==> config.mk <==
export PLATFORM = sky130hd
export DESIGN_NAME = uart_tx_engine
export DESIGN_NICKNAME = d
export VERILOG_FILES = /design/src/rtl/uart_tx_engine.sv
export SDC_FILE = /design/constraint.sdc
export NUM_CORES = 1
export LEC_CHECK = 0
export ABC_AREA = 1
export CAP_MARGIN = 10
export CELL_PAD_IN_SITES_DETAIL_PLACEMENT = 1
export CELL_PAD_IN_SITES_GLOBAL_PLACEMENT = 1
export CORE_AREA = 2 2 50 87
export CTS_CLUSTER_DIAMETER = 100
export CTS_CLUSTER_SIZE = 30
export DETAILED_ROUTE_END_ITERATION = 7
export DIE_AREA = 0 0 52 89
export PLACE_DENSITY = 0.84
export RECOVER_POWER = 100
export SYNTH_ARGS = -nofsm -noshare
export SYNTH_HDL_FRONTEND = slang
export SYNTH_SLANG_ARGS = --single-unit
==> constraint.sdc <==
create_clock -name clk -period 4.8 [get_ports clk]
set_input_delay 0.72 -clock clk [delete_from_list [all_inputs] [get_ports clk]]
set_output_delay 0.72 -clock clk [all_outputs]
set_load 0.1 [all_outputs]
==> src/rtl/uart_tx_engine.sv <==
// UART transmit serializer: pops bytes from the TX FIFO head and shifts them out
// as start / 5-8 data / optional parity / 1, 1.5 or 2 stop bit frames.
module uart_tx_engine #(
    parameter int unsigned OVERSAMPLE = 16
) (
    input  logic       clk,
    input  logic       rst,
    input  logic       baud_tick,
    input  logic       fifo_empty,
    input  logic [7:0] fifo_dout,
    output logic       fifo_pop,
    input  logic [1:0] wls,
    input  logic       stb,
    input  logic       pen,
    input  logic       eps,
    input  logic       sp,
    input  logic       bc,
    output logic       tx,
    output logic       busy,
    output logic       tx_done
);

    localparam int unsigned TICK_W = $clog2(2 * OVERSAMPLE);
    localparam logic [TICK_W-1:0] BIT_LAST    = TICK_W'(OVERSAMPLE - 1);
    localparam logic [TICK_W-1:0] STOP15_LAST = TICK_W'((3 * OVERSAMPLE) / 2 - 1);
    localparam logic [TICK_W-1:0] STOP2_LAST  = TICK_W'(2 * OVERSAMPLE - 1);

    localparam logic [2:0] IDLE   = 3'd0;
    localparam logic [2:0] START  = 3'd1;
    localparam logic [2:0] DATA   = 3'd2;
    localparam logic [2:0] PARITY = 3'd3;
    localparam logic [2:0] STOP   = 3'd4;

    logic [2:0]        state_q, state_d;
    logic [TICK_W-1:0] tick_q, tick_d;
    logic [2:0]        bit_q, bit_d;
    logic [7:0]        shift_q, shift_d;
    logic [1:0]        wls_q, wls_d;
    logic              stb_q, stb_d;
    logic              pen_q, pen_d;
    logic              par_q, par_d;
    logic              tx_q, tx_d;
    logic              busy_q, busy_d;
    logic              done_q, done_d;

    logic [TICK_W-1:0] tick_last;
    logic              bit_end;

    // Parity over the active data bits only; stick parity overrides the computed value.
    function automatic logic frame_parity(input logic [7:0] d, input logic [1:0] w,
                                          input logic e, input logic s);
        logic [7:0] mask;
        logic       odd_ones;
        case (w)
            2'b00:   mask = 8'h1F;
            2'b01:   mask = 8'h3F;
            2'b10:   mask = 8'h7F;
            default: mask = 8'hFF;
        endcase
        odd_ones = ^(d & mask);
        if (s) begin
            return ~e;
        end
        return e ? odd_ones : ~odd_ones;
    endfunction

    // Stop period is longer than a data bit when two (or one and a half) stop bits are selected.
    always_comb begin
        tick_last = BIT_LAST;
        if (state_q == STOP && stb_q) begin
            tick_last = (wls_q == 2'b00) ? STOP15_LAST : STOP2_LAST;
        end
    end

    assign bit_end = baud_tick && (tick_q == tick_last);

    // Next-state, datapath and registered-output decode.
    always_comb begin
        state_d  = state_q;
        tick_d   = tick_q;
        bit_d    = bit_q;
        shift_d  = shift_q;
        wls_d    = wls_q;
        stb_d    = stb_q;
        pen_d    = pen_q;
        par_d    = par_q;
        done_d   = 1'b0;
        fifo_pop = 1'b0;

        if (state_q != IDLE && baud_tick) begin
            tick_d = bit_end ? '0 : tick_q + TICK_W'(1);
        end

        case (state_q)
            IDLE: begin
                if (rst && !fifo_empty) begin
                    fifo_pop = 1'b1;
                    shift_d  = fifo_dout;
                    wls_d    = wls;
                    stb_d    = stb;
                    pen_d    = pen;
                    par_d    = frame_parity(fifo_dout, wls, eps, sp);
                    bit_d    = '0;
                    tick_d   = '0;
                    state_d  = START;
                end
            end
            START: begin
                if (bit_end) begin
                    state_d = DATA;
                end
            end
            DATA: begin
                if (bit_end) begin
                    shift_d = {1'b0, shift_q[7:1]};
                    if (bit_q == 3'd4 + 3'(wls_q)) begin
                        bit_d   = '0;
                        state_d = pen_q ? PARITY : STOP;
                    end else begin
                        bit_d = bit_q + 3'd1;
                    end
                end
            end
            PARITY: begin
                if (bit_end) begin
                    state_d = STOP;
                end
            end
            STOP: begin
                if (bit_end) begin
                    done_d  = 1'b1;
                    state_d = IDLE;
                end
            end
            default: begin
                state_d = IDLE;
                tick_d  = '0;
                bit_d   = '0;
            end
        endcase

        case (state_d)
            START:   tx_d = 1'b0;
            DATA:    tx_d = shift_d[0];
            PARITY:  tx_d = par_d;
            default: tx_d = 1'b1;
        endcase
        if (bc) begin
            tx_d = 1'b0;
        end

        busy_d = (state_d != IDLE);
    end

    always_ff @(posedge clk) begin
        if (!rst) begin
            state_q <= IDLE;
            tick_q  <= '0;
            bit_q   <= '0;
            shift_q <= '0;
            wls_q   <= '0;
            stb_q   <= 1'b0;
            pen_q   <= 1'b0;
            par_q   <= 1'b0;
            tx_q    <= 1'b1;
            busy_q  <= 1'b0;
            done_q  <= 1'b0;
        end else begin
            state_q <= state_d;
            tick_q  <= tick_d;
            bit_q   <= bit_d;
            shift_q <= shift_d;
            wls_q   <= wls_d;
            stb_q   <= stb_d;
            pen_q   <= pen_d;
            par_q   <= par_d;
            tx_q    <= tx_d;
            busy_q  <= busy_d;
            done_q  <= done_d;
        end
    end

    assign tx      = tx_q;
    assign busy    = busy_q;
    assign tx_done = done_q;

endmodule

==> results_dict.tcl <==
set metrics [dict create \
    drc_errors 0 \
    netSwitchingFraction_pct 31.6 \
    place_area_um2 1810 \
    ys_types 30 \
    post_cts_resized 0 \
    maxCapViolCount 0 \
    outcome "completed" \
    syn_area_per_cell_um2 6.49 \
    worst_slack_ps 1200 \
    rrSetupSlack_ps 2310 \
    synth.top_cell.area_share_pct 35.3 \
    drtPass1Iterations 4 \
    grt_antenna_before_repair 0 \
    yosysWarnings 0 \
    max-slew-margin-rel_pct 34.0 \
    synthFlopType "dfxtp_1" \
    syn_area_um2 1530 \
    grt_max_degree 16 \
    die_y_um 89 \
    final_layout_size_suffix_gt1_share_pct 3.85 \
    p_clk_share_pct 26.9 \
    rsz0062_at_grt "no" \
    gp_congestion 0.805 \
    worstHoldPathType "register to register" \
    area_growth_pct 19.0 \
    ys_ff_latch 27 \
    fmax_ghz 0.278 \
    drv_slew 0 \
    synthCells 236 \
    finClkSkew_ps 3.66 \
    synth_top_area_cell "dfxtp_1" \
    cts_tree "done" \
    cts_buffer_depth 2 \
    pwr-share-comb_pct 23.3 \
    htree_num_levels 1 \
    cpMostUsedCell "inv_1" \
    detail_route.wl_per_cell_um 13.2 \
    cp_slowest_cell "dlygate4sd3_1" \
    grt_usage_pct 19.6 \
    cp.arrival_ps 2880 \
    min_period_over_period_pct 75.1 \
    synth_edf_count 0 \
    die-area_um2 4630 \
    post-route-min-period_ps 3600 \
    worstPathRequired_ps 4080 \
    hold_depth 2 \
    tightest_slew_ps 987 \
    hold_violations 0 \
    coreArea_um2 3870 \
    ant_nets 0 \
    drt_iter0_markers 21 \
    io_pins 23 \
    viasPerCell 5.06 \
    synth_nets 257 \
    final-setup-viol-count 0 \
    reg2reg_depth 12 \
    synthTopCellsByArea "dfxtp_1 (35%), nand2_1 (17%), inv_1 (8.6%), nand3_1 (8.2%), nor2_1 (4.9%)" \
    clock_latency_ps 270 \
    clkSinkCount 27 \
    path_cells "dlygate4sd3_1 > inv_1 > nor2_1 > inv_1 > nor2_2 > clkbuf_1 > buf_4" \
    end_kind "primary output" \
    cts-root-buf "clkbuf_8" \
    die_w_um 52 \
    pwr-share-seq_pct 49.8 \
    p_per_area_nw_per_um2 270 \
    intPower_mw 0.337 \
    gr-total-overflow 0 \
    postLayoutCellArea_um2 1820 \
    switchingPower_mw 0.155 \
    start_kind "input port" \
    path_class "input port to primary output" \
    io_buffer_count 22 \
    yosysSeqAreaShare_pct 35.3 \
    grt_pass1_wl_mm 7.07 \
    synthArstFlopShare_pct 0 \
    leakage_nw 0.844 \
    cts_made_buffers 3 \
    nets 282 \
    clk_pin_slew_ps 100 \
    yosysMostFrequentCell "nand2_1" \
    num_vias 1559 \
    diodes 0 \
    initial_core_util_pct 39.6 \
    final.setup.tns_ps 0 \
    peakVddDrop_mv 0.159 \
    yosys-top-cells-count "nand2_1 (71), inv_1 (35), dfxtp_1 (27)" \
    hpwlAfterDp_mm 3.33 \
    path_max_fanout 13 \
    cts_setup_buffers 0 \
    place_ws_ps 1610 \
    cts_hold_buf 0 \
    rows 30 \
    wl_mm 4.07 \
    grt_pass1_vias 1686 \
    max_stage_delay_ps 720 \
]
kinds of logic after synthesis:
group                      after synthesis  synth area share (%)
AOI/OAI and AO/OA                       27                  10.4
DFF                                     27                  35.3
xor gates and xnor gates                 8                  4.57
adders and majority gates                2                  1.63
and+or+nand+nor                        131                  38.0
buffers and inverters                   41                  10.1
path summary, 6_finish.rpt:
path / end / start
setup / recovery: fifo_pop / rst
hold / removal: shift_q[4] / shift_q[4]
setup reg to reg: tx / state_q[0]
hold reg to reg: shift_q[4] / shift_q[4]
registers in the layout, summed over array words and instances (netlist names), 2 cells and up:
register and flops:
tick_q 5, state_q 3, bit_q 3, shift_q 8
wls_q 2
power groups by stage:
stage          Combinational (mW)  Sequential [mW]  Clock, mW
2_1_floorplan              0.0662            0.261          0
3_3_place_gp                0.115            0.250          0
3_5_place_dp                0.118            0.250          0
4_1_cts                     0.119            0.245      0.134
5_1_grt                     0.128            0.246      0.144
6_report                    0.115            0.245      0.132
layer usage:
metal / track usage (%) / vias up / share of wire, %
li1: - / 797 / -
met1: 19.5 / 736 / 38
met2: 40.2 / 20 / 59
met3: 1.34 / 6 / 1.7
met4: 7.42 / 0 / 1.7
met5: 0 / - / 0
critical path: cells and delay by family:
| kind | cells | cell delay, ps |
|---|---|---|
| buffers and inverters | 5 | 1900 |
| AND/OR/NAND/NOR | 2 | 250 |
area by class of cell:
| type | instances | area, µm² |
|---|---|---|
| Clock inverter | 1 | 5.00 |
| Multi-Input combinational cell | 168 | 813 |
| Tap cell | 48 | 60.1 |
| Timing Repair Buffer | 23 | 221 |
| Fill cell | 524 | 2040 |
| Inverter | 38 | 143 |
| Clock buffer | 3 | 41.3 |
| Sequential cell | 27 | 541 |
stage by stage:
| step | util (%) | hold slack [ps] | power (mW) | instances |
|---|---|---|---|---|
| 2_1_floorplan | - | 440 | 0.327 | 236 |
| 3_3_place_gp | 46.7 | 453 | 0.365 | 304 |
| 3_5_place_dp | 46.7 | 468 | 0.368 | 304 |
| 4_1_cts | 47.9 | 484 | 0.499 | 308 |
| 5_1_grt | 47.2 | 506 | 0.519 | 308 |
| 6_report | 47.2 | 483 | 0.492 | 308 |
cells in the final DEF, fill, tap and decap left out, drive strengths merged:
master         count
a211oi             1
a21oi              8
nand3b             1
xnor2              3
a32oi              1
dlygate4sd3        5
o21ai              8
a31oi              3
nand3             28
clkinv             2
buf                1
ha                 2
nor3b              1
clkbuf             4
a221oi             1
nor2              23
clkdlybuf4s50     16
nand4              1
or2                2
a22oi              3
o22ai              2
nor3               4
xor2               5
dfxtp             27
inv               37
nand2             71
Note: power is estimated with default switching activity, not from simulation.
